File: src/rtl/bcd_bin_if.sv
// Decoder-side bus for the BCD-to-binary converter: write strobe, chip
// select and packed BCD operand in; result and status out.
interface bcd_if;
  logic        bcdwrite;
  logic        bcdcs;
  logic [31:0] bcd_in;
  logic [26:0] binary;
  logic        busy;
  logic        done;
  logic        err;

  modport master (output bcdwrite, bcdcs, bcd_in,
                  input  binary, busy, done, err);
  modport slave  (input  bcdwrite, bcdcs, bcd_in,
                  output binary, busy, done, err);
endinterface

File: src/rtl/bcd_bin.sv
// 8-digit packed BCD to 27-bit binary converter using reverse double-dabble:
// one right shift plus per-digit "subtract 3 if >= 8" per cycle, 27 cycles.

// Per-digit slice: correction of one shifted BCD field and range check of
// the matching input nibble.
module bcd_bin_dig (
  input  logic [3:0] sh,
  input  logic [3:0] nib,
  output logic [3:0] fix,
  output logic       bad
);
  assign fix = (sh >= 4'd8) ? sh - 4'd3 : sh;
  assign bad = (nib > 4'd9);
endmodule

module bcd_bin #(
  parameter int NUM_DIG = 8,
  parameter int BIN_W   = 27
) (
  input  logic    clk,
  input  logic    rst,
  bcd_if.slave    bus
);
  localparam int SR_W = 4*NUM_DIG + BIN_W;

  typedef enum logic [1:0] {IDLE, CONV, FINISH} state_t;

  state_t                        state, state_d;
  logic [SR_W-1:0]               sr, sr_d, sr_sh, sr_corr;
  logic [4:0]                    cnt, cnt_d;
  logic [BIN_W-1:0]              bin, bin_d;
  logic                          err, err_d;
  logic                          done, done_d;
  logic                          inv, inv_d;
  logic [NUM_DIG-1:0][3:0]       fix;
  logic [NUM_DIG-1:0]            bad;

  assign sr_sh   = sr >> 1;
  assign sr_corr = {fix, sr_sh[BIN_W-1:0]};

  for (genvar i = 0; i < NUM_DIG; i++) begin : g_dig
    bcd_bin_dig u_dig (
      .sh  (sr_sh[BIN_W + 4*i +: 4]),
      .nib (bus.bcd_in[4*i +: 4]),
      .fix (fix[i]),
      .bad (bad[i])
    );
  end

  // Next-state and datapath: accept in IDLE only, iterate in CONV, publish in FINISH
  always_comb begin
    state_d = state;
    sr_d    = sr;
    cnt_d   = cnt;
    bin_d   = bin;
    err_d   = err;
    done_d  = 1'b0;
    inv_d   = inv;
    case (state)
      IDLE: if (bus.bcdcs && bus.bcdwrite) begin
        if (|bad) begin
          // Bad digit: no conversion, report in FINISH with binary untouched
          inv_d   = 1'b1;
          state_d = FINISH;
        end else begin
          inv_d   = 1'b0;
          err_d   = 1'b0;
          sr_d    = {bus.bcd_in, {BIN_W{1'b0}}};
          cnt_d   = '0;
          state_d = CONV;
        end
      end
      CONV: begin
        sr_d  = sr_corr;
        cnt_d = cnt + 5'd1;
        if (cnt == 5'(BIN_W - 1)) state_d = FINISH;
      end
      FINISH: begin
        done_d  = 1'b1;
        err_d   = inv;
        if (!inv) bin_d = sr[BIN_W-1:0];
        state_d = IDLE;
      end
      default: state_d = IDLE;
    endcase
  end

  // State and result registers; reset aborts any conversion and zeroes results
  always_ff @(posedge clk or posedge rst) begin
    if (rst) begin
      state <= IDLE;
      sr    <= '0;
      cnt   <= '0;
      bin   <= '0;
      err   <= 1'b0;
      done  <= 1'b0;
      inv   <= 1'b0;
    end else begin
      state <= state_d;
      sr    <= sr_d;
      cnt   <= cnt_d;
      bin   <= bin_d;
      err   <= err_d;
      done  <= done_d;
      inv   <= inv_d;
    end
  end

  assign bus.binary = bin;
  assign bus.err    = err;
  assign bus.done   = done;
  assign bus.busy   = (state != IDLE);
endmodule

File: src/flat_wrapper.sv
// flat-port wrapper written by rule: the top's interface ports become plain ports
module bcd_bin_flat 
#(
  parameter int NUM_DIG = 8,
  parameter int BIN_W   = 27
)
  (clk, rst, bus_bcdwrite, bus_bcdcs, bus_bcd_in, bus_binary, bus_busy, bus_done, bus_err);
  bcd_if bus_i ();
  input  logic clk;
  input  logic rst;
  input wire logic [$bits(bus_i.bcdwrite)-1:0] bus_bcdwrite;
  input wire logic [$bits(bus_i.bcdcs)-1:0] bus_bcdcs;
  input wire logic [$bits(bus_i.bcd_in)-1:0] bus_bcd_in;
  output wire logic [$bits(bus_i.binary)-1:0] bus_binary;
  output wire logic [$bits(bus_i.busy)-1:0] bus_busy;
  output wire logic [$bits(bus_i.done)-1:0] bus_done;
  output wire logic [$bits(bus_i.err)-1:0] bus_err;
  assign bus_i.bcdwrite = bus_bcdwrite;
  assign bus_i.bcdcs = bus_bcdcs;
  assign bus_i.bcd_in = bus_bcd_in;
  assign bus_binary = bus_i.binary;
  assign bus_busy = bus_i.busy;
  assign bus_done = bus_i.done;
  assign bus_err = bus_i.err;
  bcd_bin #(.NUM_DIG(NUM_DIG), .BIN_W(BIN_W)) u_core (.clk(clk), .rst(rst), .bus(bus_i));
endmodule
File: config.mk
export PLATFORM = sky130hd
export DESIGN_NAME = bcd_bin_flat
export DESIGN_NICKNAME = d
export VERILOG_FILES = /design/src/rtl/bcd_bin_if.sv /design/src/rtl/bcd_bin.sv /design/src/flat_wrapper.sv
export SDC_FILE = /design/constraint.sdc
export NUM_CORES = 1
export LEC_CHECK = 0
export CAP_MARGIN = 20
export CORE_MARGIN = 3
export CORE_UTILIZATION = 45
export CTS_BUF_LIST = sky130_fd_sc_hd__clkbuf_16
export DETAILED_ROUTE_END_ITERATION = 6
export PLACE_DENSITY = 0.74
export SLEW_MARGIN = 25
export SYNTH_ARGS = -nofsm -noshare
export SYNTH_HDL_FRONTEND = slang
export SYNTH_SLANG_ARGS = --single-unit
export TNS_END_PERCENT = 20
File: constraint.sdc
create_clock -name clk -period 3.5 [get_ports clk]
set_clock_uncertainty 0.1 [all_clocks]
set_input_delay 1.05 -clock clk [delete_from_list [all_inputs] [get_ports clk]]
set_output_delay 1.05 -clock clk [all_outputs]
set_load 0.02 [all_outputs]
==> summary.md <==
| Metric | Value |
|---|---|
| Status | completed |
| Post-Syn Instances | 396 |
| Initial antenna violation count | 0 |
| Critical path buffers and inverters | 1 |
| Post-DP HPWL | 6230 um |
| DIE AREA | 11300 um2 |
| Reg-to-Reg Start | u_core.state[1] |
| CTS sink count | 96 |
| Overall Power | 0.00358 W |
| Max incr delay on CP | 0.63 ns |
| Fill count | 788 |
| GRT Overall Usage | 17.2% |
| Rows | 35 |
| Max cap viols | 0 |
| Worst skew pair latency | 0.34 ns |
| Final Hold Fails | 0 |
| Min Clock Period, post-route | 2.93 ns |
| Top-count cell post-synth | dfrtp_1 |
| Rel. slew slack | 48.5% |
| Gr ovfl total | 0 |
| Setup bufs post-CTS | 0 |
| Placer Congestion | 0.818 |
| H-tree Lvls | 3 |
| Die Y | 106 um |
| Hold path depth | 1 |
| Met3 Resource Use GR | 3.95% |
| Worst hold path endpoint | u_core.bus.binary[14] |
| Final period utilization | 83.7% |
| Routed WL per cell | 15.8 um |
| VDD IR max | 0.344 mV |
| Synth-to-Final Area Change | 23.9% |
| Routed Antenna Nets | 0 |
| Final worst slack | 0.569 ns |
| Min-delay worst type | reg2reg |
| Iter 0 DRT Violations | 173 |
| Setup slack after placement | 0.242 ns |
| Reg2Reg Capture Point | u_core.sr[42] |
| Cell family with most CP delay | buffers and inverters |
| Clk buf depth | 2 |
| Crit path kind | reg2out |
| Core ar. | 9500 um2 |
| Setup TNS Final | 0 ns |
| Synth cell count leaders | 96 x dfrtp_1, 46 x nand2_1, 40 x o21ai_0 |
| Synthesis Warnings | 0 |
| Crit path DAT | 1.78 ns |
| Peak Freq | 341 MHz |
| Async S/R FF share, synth | 100% |
| Largest net degree at the start of global routing | 58 |
| Post-synthesis net count | 448 |
| Lkg Pwr | 2.45 nW |
| # diodes | 0 |
| Hold Slack | 0.410 ns |
| RSZ-0062 raised after global routing | no |
| Drt pass-1 iters | 4 |
| Clk slew on worst S/H paths | 0.07 ns |
| GR Util met2 | 27.2% |
| Final number of setup-violating endpoints | 0 |
| Main area contributors after synthesis | dfrtp_1 53%, mux2_2 7.5%, a22o_1 5.4% |
| Crit path cell chain | or2_4, clkdlybuf4s50_1 |
| Post-cts gate resize count | 0 |
| Crit path max fanout | 8 |
| Worst hold start | u_core.bus.binary[14] |
| Worst R2R Setup Slack | 1.62 ns |
| Yosys top cell area share | 53.0% |
| Post-Synthesis Cell Area | 4530 um2 |
| First-pass GRT wire length | 15700 um |
| CP endpoint kind | output port |
| Cts hold-fix bufs | 0 |
| Synth cell types | 39 |
| Yosys reg bits | 96 |
| Dominant cell type by area after synthesis | dfrtp_1 |
| Layer with the highest usage | met2 |
| Vias in the first global route | 3249 |
| Area of the multi-input gates | 1930 um2 |
| Number of I/O pins | 66 |
| Required time of the critical path | 2.35 ns |
| Final Max Tran Viols | 0 |
| Fin nets | 507 |
| Top FF cell, synth | dfrtp_1 |
| GR met1 Demand/Resource | 23.7% |
| Port Buffers | 65 |
| Share of post-route cells with drive strength above 1 | 15.7% |
| CTS tree | yes |
| R2R depth | 5 |
| Via count | 3326 |
| Slew of the pin with the lowest slew margin | 0.771 ns |
| Critical Path Slowest Stage Cell | clkdlybuf4s50_1 |
| Startpoint types | register |
| Post-synth EDFFs | 0 |
| Mean post-synth cell area | 11.4 um2 |
| Post-route DRC | 0 |
| Die width | 106 um |
| Seq/Total Area, Yosys | 53.0% |
| Root buffer cell | clkbuf_16 |
| CTS buffer count | 9 |
| PD cells | 637 nW/um2 |
| FF+latch area | 2400 um2 |
| Initial Util | 47.7% |
| Final wirelength | 9280 um |
| Fin util | 59.1% |
| DR vias/cell | 5.65 |
==> how the worst max path moves through the flow <==
stage | start | endpoint | slack, ns | cells past startpoint
final | u_core.state[1] | bus_busy | 0.57 | 2
after global routing | bus_bcd_in[30] | u_core.sr[51] | 0.47 | 7
after CTS | u_core.state[1] | bus_busy | 0.57 | 2
after detailed placement | bus_bcd_in[30] | u_core.sr[47] | 0.24 | 7
after global placement | bus_bcd_in[30] | u_core.sr[51] | 0.33 | 7
after floorplan | bus_bcd_in[6] | u_core.sr[27] | 0.99 | 6
==> through the flow <==
| stage | instances | cell area [um2] |
|---|---|---|
| after floorplan | 396 | 4540 |
| after global placement | 573 | 5320 |
| after detailed placement | 573 | 5320 |
| after CTS | 589 | 5610 |
| after global routing | 589 | 5620 |
| final | 589 | 5620 |
==> placed cells by master, fill, tap and decap left out, drive strengths merged, types with 2 or more instances in the layout <==
master	instances
mux2	34
dfrtp	96
nor3	2
a31oi	17
inv	19
and4	2
ha	16
buf	8
nor2b	9
o211ai	7
clkbuf	9
clkinv	2
clkinvlp	2
xnor2	14
nor2	5
clkdlybuf4s50	65
nand4	2
o21ai	40
a22o	28
o2111ai	14
a21oi	11
nand2	46
or3	3
==> power breakdown <==
group | switching [W] | leakage (nW) | internal, W
Clock | 0.000458 | 0.143 | 0.000504
Sequential | 0.000266 | 1.25 | 0.00139
Combinational | 0.000462 | 1.06 | 0.000495
==> cell type report <==
| type | instances | area share (%) |
|---|---|---|
| timing repair buffer | 73 | 13.5 |
| tap | 129 | 2.87 |
| multi-input combinational | 259 | 34.4 |
| clock inverter | 7 | 1.29 |
| inverter | 16 | 1.14 |
| sequential | 96 | 42.8 |
| clock buffer | 9 | 4.01 |
==> registers in the layout, summed over array words and instances, names as in the netlist <==
name               cells
u_core.bus.binary     27
u_core.bus.done        1
u_core.bus.err         1
u_core.cnt             5
u_core.inv             1
u_core.sr             59
u_core.state           2
==> worst register-to-register path, delay by kind of cell (launching register included) <==
kind            cells  cell delay [ns]
buf+inv             1             0.30
flops               1             0.51
simple gates        1             0.44
compound gates      3             0.41
==> layer usage <==
metal	vias to the layer above	wire [um]	share of wire, %
met3	5	522	5.6
met1	1670	4270	46
met2	112	4420	48
met4	0	71	0.77
li1	1539	-	-
met5	-	0	0
==> logic make-up (layout without fill, tap and decap cells) <==
kind of cell	after synthesis	after routing	share of synthesized area [%]
AO/OA/AOI/OAI	120	120	18.3
XOR/XNOR	14	14	2.71
adder cells (fa/ha/maj)	16	16	4.42
AND/OR/NAND/NOR	75	75	8.14
multiplexers	34	34	8.78
flip-flops	96	96	53.0
buffers and inverters	41	105	4.67
Note: power is estimated with default switching activity, not from simulation.
